`config.mk`:
```
export PLATFORM = sky130hd
export DESIGN_NAME = gray_sweep_ctrl
export DESIGN_NICKNAME = d
export VERILOG_FILES = /design/src/rtl/gray_sweep_ctrl.sv
export SDC_FILE = /design/constraint.sdc
export NUM_CORES = 1
export LEC_CHECK = 0
export CORE_MARGIN = 2
export CORE_UTILIZATION = 40
export CTS_CLUSTER_SIZE = 30
export DETAILED_ROUTE_END_ITERATION = 8
export GPL_ROUTABILITY_DRIVEN = 0
export PLACE_DENSITY = 0.64
export SLEW_MARGIN = 20
export SYNTH_ARGS = -nofsm -noshare
export SYNTH_HDL_FRONTEND = slang
export SYNTH_SLANG_ARGS = --single-unit
```
`constraint.sdc`:
```
create_clock -name clk -period 2.7 [get_ports clk]
set_input_delay 0.54 -clock clk [delete_from_list [all_inputs] [get_ports clk]]
set_output_delay 0.54 -clock clk [all_outputs]
set_load 0.02 [all_outputs]
```
`src/rtl/gray_sweep_ctrl.sv`:
```
// Sweep sequencer for a bin-to-Gray / Gray-to-bin converter pair.
// Walks every code, checks round trip and single-bit Gray steps.
module gray_sweep_ctrl #(
  parameter int W      = 4,
  parameter int SETTLE = 1
) (
  input  logic         clk,
  input  logic         rst,
  input  logic         start,
  output logic [W-1:0] bin_out,
  input  logic [W-1:0] gray_in,
  input  logic [W-1:0] b_in,
  output logic         busy,
  output logic         done,
  output logic [W:0]   err_cnt,
  output logic         rt_err,
  output logic         adj_err,
  output logic [W-1:0] first_err_code,
  output logic         first_err_vld
);

  localparam int CW = (SETTLE > 1) ? $clog2(SETTLE) : 1;
  localparam logic [CW-1:0] CNT_LAST = CW'(SETTLE - 1);
  localparam logic [W:0]    ERR_ONE  = (W+1)'(1);
  localparam logic [W-1:0]  BIN_ONE  = W'(1);

  typedef enum logic [1:0] {
    S_IDLE,
    S_SETTLE,
    S_CHECK,
    S_DONE
  } state_t;

  state_t        r_state;
  state_t        w_state_nxt;
  logic [W-1:0]  r_bin;
  logic [CW-1:0] r_cnt;
  logic [W-1:0]  r_prev_gray;
  logic [W-1:0]  r_gray0;
  logic [W:0]    r_err_cnt;
  logic          r_rt_err;
  logic          r_adj_err;
  logic [W-1:0]  r_first_code;
  logic          r_first_vld;

  logic          w_last;
  logic [W-1:0]  w_d_prev;
  logic [W-1:0]  w_d_wrap;
  logic          w_one_prev;
  logic          w_one_wrap;
  logic          w_rt_fail;
  logic          w_adj_fail;
  logic          w_any_fail;

  assign w_last   = &r_bin;
  assign w_d_prev = gray_in ^ r_prev_gray;
  assign w_d_wrap = gray_in ^ r_gray0;

  // Exactly one bit set: nonzero and clearing the lowest set bit leaves 0.
  assign w_one_prev = (|w_d_prev) &&
                      ~|(w_d_prev & (w_d_prev - BIN_ONE));
  assign w_one_wrap = (|w_d_wrap) &&
                      ~|(w_d_wrap & (w_d_wrap - BIN_ONE));

  assign w_rt_fail  = (b_in != r_bin);
  assign w_adj_fail = ((r_bin != '0) && !w_one_prev) ||
                      (w_last && !w_one_wrap);
  assign w_any_fail = w_rt_fail || w_adj_fail;

  always_comb begin
    w_state_nxt = r_state;
    busy        = 1'b0;
    done        = 1'b0;
    unique case (r_state)
      S_IDLE: begin
        if (start) w_state_nxt = S_SETTLE;
      end
      S_SETTLE: begin
        busy = 1'b1;
        if (r_cnt == CNT_LAST) w_state_nxt = S_CHECK;
      end
      S_CHECK: begin
        busy        = 1'b1;
        w_state_nxt = w_last ? S_DONE : S_SETTLE;
      end
      S_DONE: begin
        done        = 1'b1;
        w_state_nxt = S_IDLE;
      end
      default: w_state_nxt = S_IDLE;
    endcase
  end

  always_ff @(posedge clk) begin
    if (rst) begin
      r_state      <= S_IDLE;
      r_bin        <= '0;
      r_cnt        <= '0;
      r_prev_gray  <= '0;
      r_gray0      <= '0;
      r_err_cnt    <= '0;
      r_rt_err     <= 1'b0;
      r_adj_err    <= 1'b0;
      r_first_code <= '0;
      r_first_vld  <= 1'b0;
    end else begin
      r_state <= w_state_nxt;
      unique case (r_state)
        S_IDLE: begin
          if (start) begin
            r_bin        <= '0;
            r_cnt        <= '0;
            r_err_cnt    <= '0;
            r_rt_err     <= 1'b0;
            r_adj_err    <= 1'b0;
            r_first_code <= '0;
            r_first_vld  <= 1'b0;
          end
        end
        S_SETTLE: begin
          r_cnt <= r_cnt + CW'(1);
        end
        S_CHECK: begin
          if (r_bin == '0) r_gray0 <= gray_in;
          r_prev_gray <= gray_in;
          if (w_any_fail) begin
            r_err_cnt <= r_err_cnt + ERR_ONE;
            if (w_rt_fail)  r_rt_err  <= 1'b1;
            if (w_adj_fail) r_adj_err <= 1'b1;
            if (!r_first_vld) begin
              r_first_code <= r_bin;
              r_first_vld  <= 1'b1;
            end
          end
          // Final code holds bin_out so the last value stays visible.
          if (!w_last) begin
            r_bin <= r_bin + BIN_ONE;
            r_cnt <= '0;
          end
        end
        S_DONE: begin
        end
        default: begin
        end
      endcase
    end
  end

  assign bin_out        = r_bin;
  assign err_cnt        = r_err_cnt;
  assign rt_err         = r_rt_err;
  assign adj_err        = r_adj_err;
  assign first_err_code = r_first_code;
  assign first_err_vld  = r_first_vld;

endmodule
```
Yosys cells after proc, flatten, opt, wreduce, memory -nomap -nowiden --
Index checks and enable logic that the tools add are counted.
Word-level totals: register bits after elaboration 27, input port bits 11
Operators by class: equality and inequality tests 11, bitwise gates (word level) 4, muxes and demuxes 26, reduce and logical (&&, ||, !) cells 29, add/sub/neg operators 5
Operator list (number):
- $mux 4 | 4
- $pmux 4 s2 | 2
- $reduce_and 4->1 | 4
- $reduce_or 4->1 | 4
- $ne 2x2->1 const B | 7
- $mux 5 | 2
- $pmux 5 s2 | 1
- $mux 1 | 9
- $reduce_and 3->1 | 3
- $and 4x4->4 | 2
- $pmux 2 s4 | 1
- $sub 4x1->4 const B | 2
- $xor 4x4->4 | 2
- $mux 2 | 3
- $pmux 1 s2 | 3
- $add 5x1->5 const B | 1
- $add 4x1->4 const B | 1
- $eq 2x2->1 const B | 2
- $logic_and 1x1->1 | 4
- $logic_not 1->1 | 4
- $logic_not 4->1 | 1
- $ne 4x4->1 | 1
- $reduce_and 2->1 | 2
- $reduce_bool 4->1 | 1
- 8 further kinds | 9

Depth between registers and ports, before layout --
Gate-level depths: netlist of run 1.
depth after elaboration 12, gate-level depth with buffers 8

Worst setup path after synthesis of run 1 --
Ideal clock, no wire load.
path type register to register, from reg r_state[0], to reg r_err_cnt[4], in the netlist err_cnt[4], setup time 122 ps, arrival time 2025 ps, clock period less this slack 2147 ps, stages on the path, launching flop included 8, path buffers 0, slack 553 ps, cell sequence dfxtp_1 inv_1 ha_1 mux2i_2 a311oi_2 a221oi_4 nor4_1 a311o_1
On the way: longest elaborated chain between the ends 3
Ends and longest elaborated chain:
- from (decl) | RTL line 34 | state_t r_state;
- from (signal assigned) | RTL line 107 | r_state <= w_state_nxt;
- $eq 2x2->1 / $logic_not 2->1 (equally long branches) | RTL line 108 | unique case (r_state)
- $ne 2x2->1 (no line) / $reduce_bool 2->1 (equally long branches)
- $reduce_and 3->1 (no line)
- to (signal assigned) | RTL line 127 | r_err_cnt <= r_err_cnt + ERR_ONE;
- to (decl) | RTL line 40 | logic [W:0] r_err_cnt;
Several ways; a longest one is shown, not always the timed one. A chain may end at the register's enable or synchronous reset.

Final worst setup path of run 1 --
from in gray_in[2], to reg r_err_cnt[2], in the netlist err_cnt[2]
On the way: longest elaborated chain between the ends 12
Ends and longest elaborated chain:
- from (decl) | RTL line 11 | input logic [W-1:0] gray_in,
- $xor 4x4->4 (on tied branches) | RTL line 56, 57
- $sub 4x1->4 (on tied branches) | RTL line 61, 63
- $and 4x4->4 (on tied branches) | RTL line 61, 63
- $reduce_or 4->1 (on tied branches) | RTL line 61, 63
- $logic_not 1->1 (on tied branches) | RTL line 61, 63
- $logic_and 1x1->1 (on tied branches) | RTL line 60, 62
- $logic_not 1->1 (on tied branches) | RTL line 66, 67
- $logic_and 1x1->1 (on tied branches) | RTL line 66, 67
- $logic_or 1x1->1 * | RTL line 66 | assign w_adj_fail = ((r_bin != '0) && !w_one_prev) ||
- $logic_or 1x1->1 * | RTL line 68 | assign w_any_fail = w_rt_fail || w_adj_fail;
- $ne 2x2->1 (no line) *
- $reduce_and 3->1 (no line) *
Every way passes the cells marked *; elsewhere a longest branch is shown, timed or not.

==> metrics.txt, run 1 <==
register bit count reported by yosys 27; EDFF count, synth 0; setup TNS 0 ns; cell family with most CP delay buffers and inverters; Final Hold Fails 0; CP max stage cell clkdlybuf4s50_1; Worst Max-Slew Pin Slew 0.460 ns; RSZ-0062 raised after global routing false; first-pass GRT wire length 5740 µm; crit-path max FO 5; total number of vias 1381; grt ovf 0; commonest cells after routing, fill and taps aside clkdlybuf4s50_1, dfxtp_1, nor2_1; ANT nets after route 0; status complete, no violations; Slew Viols, Final 0; Post-Synthesis Cells 175; die width 66.7 µm; io pins 29; Setup Skew 0.00231 ns; CTS root buffer clkbuf_8; Clk pwr share 18.8%; crit path kind in -> reg; H-Tree Depth 1; CTS Hold Bufs 0; fillcell total 358; largest net degree at the start of global routing 25; routed wire length per instance 13.4 µm; cell accounting for the most synthesized area dfxtp_1; vias per cell 5.44; initial antenna violation count 0; setup violators final 0; Area Growth Syn to Fin 26.1%; worst vdd ir 0.000327 V; number of CTS-inserted buffers 3; Initial Utilization 42.3%; synthesized area 1570 µm²; CP required 2.86 ns; vias in the first global route 1324; Tmin final 2.33 ns; clk_lat worst skew 0.27 ns; placed cell areas 1930 µm²; post-synth top area share 34.4%; hold depth 1; Async SR Flop Fraction 0%; CTS tree done; worst rel slew slack 69.0%; commonest non-fill, non-tap cell in the layout clkdlybuf4s50_1; Final Cell Area 1980 µm²; drt pass-1 iters 4; Residual DRC 0; CP Capture Type flop; clk slew on worst S/H paths 0.09 ns; Register-to-Register Path Depth 8; Avg Inst Size Synth 8.97 µm²; Die Y 66.7 µm; critical path startpoint category input port; power per cell area 625 nW/µm²; total chip power 1240 µW; Net Sw Frac 36.5%; Worst Hold Class reg -> reg; combinational power share 42.4%; highest clock rate 428 MHz; 1st-iter DRT viols 104; # placed instances 250; Buffers on Ports 28; Max Cap Viol 0; row count 22; area taken by multi-input logic gates 963 µm²; max incr delay on CP 0.48 ns; CP cell instances clkdlybuf4s50_1 > xnor2_1 > xor2_1 > a311oi_2 > a221oi_4 > buf_4 > mux2i_1 > a21oi_1; postcts setup bufs 0; Die ar. 4440 µm²; Detailed Place HPWL 2560 µm; Post-layout nets 226; clock sinks 27; top cells by area, synth dfxtp_1, ha_1, mux2i_1; Crit path depth 8; Max clock buf depth 2; Synth Flop Type dfxtp_1; n_diodes 0; sequential area share after synthesis 34.4%; Syn Nets 194; Sequential Power Share 38.8%; YS warnings 0; Synth cell types 42; overall routed net length 3410 µm; register area 541 µm²; Crit path arrival time 2.50 ns; Int Power 785 µW; post-cts resize count 0; Crit path buffers/inverters 2; Static Leak 0.000705 µW; Total GRT Usage 16.4%; Std-Cell Core Area 3720 µm²; Psw 452 µW; Non-Filler Instances 254; share of post-route cells with drive strength above 1 10.2%; crit share post-route 86.5%
[final timing paths]
path / start / end / slack (ns)
setup reg to reg: r_state[0] / err_cnt[3] / 0.49
setup / recovery: gray_in[2] / err_cnt[2] / 0.37
hold / removal: rt_err / rt_err / 0.47
hold reg to reg: rt_err / rt_err / 0.47
[synthesized netlist by cell type (3+ instances only)]
| cell | count |
|---|---|
| o21ai_0 | 3 |
| nor3b_1 | 3 |
| xnor2_1 | 9 |
| clkbuf_1 | 5 |
| dfxtp_1 | 27 |
| a21oi_1 | 10 |
| nand3b_1 | 4 |
| nand2_1 | 10 |
| mux2i_1 | 9 |
| nor2_1 | 20 |
| buf_1 | 3 |
| o221ai_1 | 4 |
| ha_1 | 8 |
| nand3_1 | 11 |
| xor2_1 | 7 |
| inv_1 | 4 |
[flip-flops by register name (all words and copies together), names as in the netlist]
name / cells
adj_err: 1
bin_out: 4
err_cnt: 5
first_err_code: 4
first_err_vld: 1
r_cnt: 1
r_gray0: 4
r_prev_gray: 4
r_state: 2
rt_err: 1
[cell type report]
cell class | count | share of cell area [%]
Tap cell | 48 | 3.03
Sequential cell | 27 | 27.3
Clock buffer | 4 | 2.28
Timing Repair Buffer | 38 | 18.0
Inverter | 4 | 0.759
Multi-Input combinational cell | 133 | 48.7
[metal layers]
| metal | up-vias | routed length, µm | GRT usage (%) |
|---|---|---|---|
| met5 | - | 0 | 0 |
| met2 | 26 | 1730 | 30.3 |
| met4 | 0 | 27 | 4.08 |
| li1 | 691 | - | - |
| met1 | 662 | 1520 | 19.8 |
| met3 | 2 | 131 | 2.20 |
[stage by stage]
stage | utilization, % | hold WS [ns] | worst slack (ns)
floorplan | - | 0.472 | 0.553
global placement | 52.1 | 0.450 | 0.105
detailed placement | 52.1 | 0.453 | 0.0680
CTS | 53.3 | 0.475 | 0.362
global route | 53.3 | 0.513 | 0.210
finish | 53.3 | 0.473 | 0.366
[power groups by stage]
stage          clock (µW)  combinational (µW)  sequential, µW
2_1_floorplan           0                 352             491
6_report              232                 525             480
3_3_place_gp            0                 511             487
5_1_grt               259                 577             487
4_1_cts               243                 529             480
3_5_place_dp            0                 525             489
[kinds of logic (layout without fill, tap and decap cells)]
kind of cell,Yosys count,after routing,share of synthesized area [%]
AO/OA/AOI/OAI,36,36,18.2
XOR/XNOR,16,16,8.92
adder cells (fa/ha/maj),8,8,6.37
buffers and inverters,15,46,4.22
flip-flops,27,27,34.4
multiplexers,11,11,7.33
AND/OR/NAND/NOR,62,62,20.5
Note: power is estimated with default switching activity, not from simulation.
==> run 2: changes to the inputs <==
CORE_UTILIZATION = 41   (was 40)
PLACE_DENSITY = 0.65   (was 0.64)
==> metrics.txt, run 2 (same netlist as run 1, synthesis figures left out) <==
Detailed Place HPWL 2540 µm (-0.86%); io pins 29 (unchanged); initial antenna violation count 0 (unchanged); die width 65.9 µm (-1.2%); Slew Viols, Final 0 (unchanged); Register-to-Register Path Depth 7 (-1); routed wire length per instance 13.6 µm (+1.5%); n_diodes 0 (unchanged); CP Capture Type flop; Setup crit start gray_in[2]; routing usage on met1 17.9% (-1.9 points); CTS tree done; clk slew on worst S/H paths 0.09 ns (about the same); grt ovf 0 (unchanged); CTS root buffer clkbuf_8; Post-layout nets 222 (-1.8%); area taken by multi-input logic gates 963 µm² (unchanged); overall routed net length 3400 µm (about the same); reg2reg start r_state[0]; drt pass-1 iters 4 (unchanged); RSZ-0062 raised after global routing false; crit share post-route 88.2% (+1.7 points); max incr delay on CP 0.49 ns (about the same); status complete, no violations; total number of vias 1359 (-1.6%); R2R setup slack 0.44 ns (-0.05 ns); Tmin final 2.38 ns (+0.0470 ns); worst rel slew slack 67.9% (-1.1 points); commonest non-fill, non-tap cell in the layout clkdlybuf4s50_1; setup violators final 0 (unchanged); clk_lat worst skew 0.28 ns (about the same); worst setup path end err_cnt[4]; Crit path arrival time 2.55 ns (+0.05 ns); max reg flops 5 (unchanged); clock sinks 27 (unchanged); Fin Hold WS 0.471 ns (-0.00258 ns); Residual DRC 0 (unchanged); cell family with most CP delay compound AO/OA/AOI/OAI gates; 1st-iter DRT viols 82 (-21%); dpl ws 0.0194 ns (-0.0486 ns); Final Hold Fails 0 (unchanged); largest net degree at the start of global routing 25 (unchanged); critical path startpoint category input port; vias per cell 5.44 (about the same); Buffers on Ports 28 (unchanged); H-Tree Depth 1 (unchanged); Die ar. 4340 µm² (-2.3%); first-pass GRT wire length 5530 µm (-3.7%); power per cell area 627 nW/µm² (+0.39%); CP cell instances clkdlybuf4s50_1 > xnor2_1 > xor2_1 > a311oi_2 > a221oi_4 > nor4_1 > a311o_1; CTS Hold Bufs 0 (unchanged); final worst slack 0.319 ns (-0.0470 ns); Most Crowded Layer GR met2; Worst Max-Slew Pin Slew 0.477 ns (+0.0163 ns); register area 541 µm² (unchanged); Area Growth Syn to Fin 24.1%; Crit path depth 7 (-1); crit-path max FO 6 (+1); FF-to-FF End err_cnt[4]; CP required 2.87 ns (about the same); setup TNS 0 ns (unchanged); Die Y 65.9 µm (-1.2%); Crit path buffers/inverters 1 (-1); hold depth 1 (unchanged); post-cts resize count 0 (unchanged); Worst Hold Class reg -> reg; crit path kind in -> reg; met2 Use GR 30.8% (+0.56 points); Setup Skew 0.00345 ns (+0.00114 ns); met3 usage 3.07% (+0.87 points); postcts setup bufs 0 (unchanged); vias in the first global route 1314 (-0.76%); Max clock buf depth 2 (unchanged); share of post-route cells with drive strength above 1 8.42% (-1.8 points); Total GRT Usage 16.2% (-0.21 points); row count 22 (unchanged); Std-Cell Core Area 3660 µm² (-1.5%); ANT nets after route 0 (unchanged); fillcell total 344 (-3.9%); commonest cells after routing, fill and taps aside clkdlybuf4s50_1, dfxtp_1, nor2_1; Initial Utilization 42.9% (+0.64 points); worst vdd ir 0.000324 V (-0.96%); CP max stage cell clkdlybuf4s50_1; Max Cap Viol 0 (unchanged); highest clock rate 420 MHz (-2.0%); Static Leak 0.000686 µW (-2.7%); number of CTS-inserted buffers 3 (unchanged)
## run 2: cell types whose count changed in the layout (fill, tap and decap cells not counted)
cell | previous run | this run
buf_4 | 10 | 6
## run 2: cell type report
cell class | count | share of cell area, %
tap | 48 | 3.08
inverter | 4 | 0.770
sequential | 27 | 27.7
multi-input combinational | 133 | 49.4
clock buffer | 4 | 2.31
timing repair buffer | 34 | 16.7
## run 2: worst min-delay path by stage
stage                     endpoint  startpoint  slack, ns
after floorplan              r_cnt       r_cnt       0.47
final                      adj_err     adj_err       0.47
after global placement     adj_err     adj_err       0.45
after CTS                  adj_err     adj_err       0.48
after global routing        rt_err      rt_err       0.50
after detailed placement   adj_err     adj_err       0.45
## run 2: power breakdown
group          leakage, µW  switching [µW]  internal, µW
combinational     0.000445             285           227
sequential        0.000219            39.6           440
clock            0.0000228             126           106
## run 2: per-layer routing
layer | up-vias | wire [µm]
met1 | 646 | 1540
met4 | 0 | 29
met3 | 4 | 118
met5 | - | 0
met2 | 28 | 1720
li1 | 681 | -
## run 2: per-stage QoR
stage                     area [µm²]  util, %  std cells  total power (µW)
after detailed placement        1900     52.0        246              1000
after global placement          1900     52.0        246               983
after global routing            1950     53.2        250              1310
after CTS                       1950     53.2        250              1240
final                           1950     53.2        250              1220
after floorplan                 1570        -        175               843
==> run 3: changes to the inputs <==
HOLD_SLACK_MARGIN = 0.06   (was not set)
==> results of run 3 <==
Same layout as run 2: the final DEF is identical, and so are final timing and power.
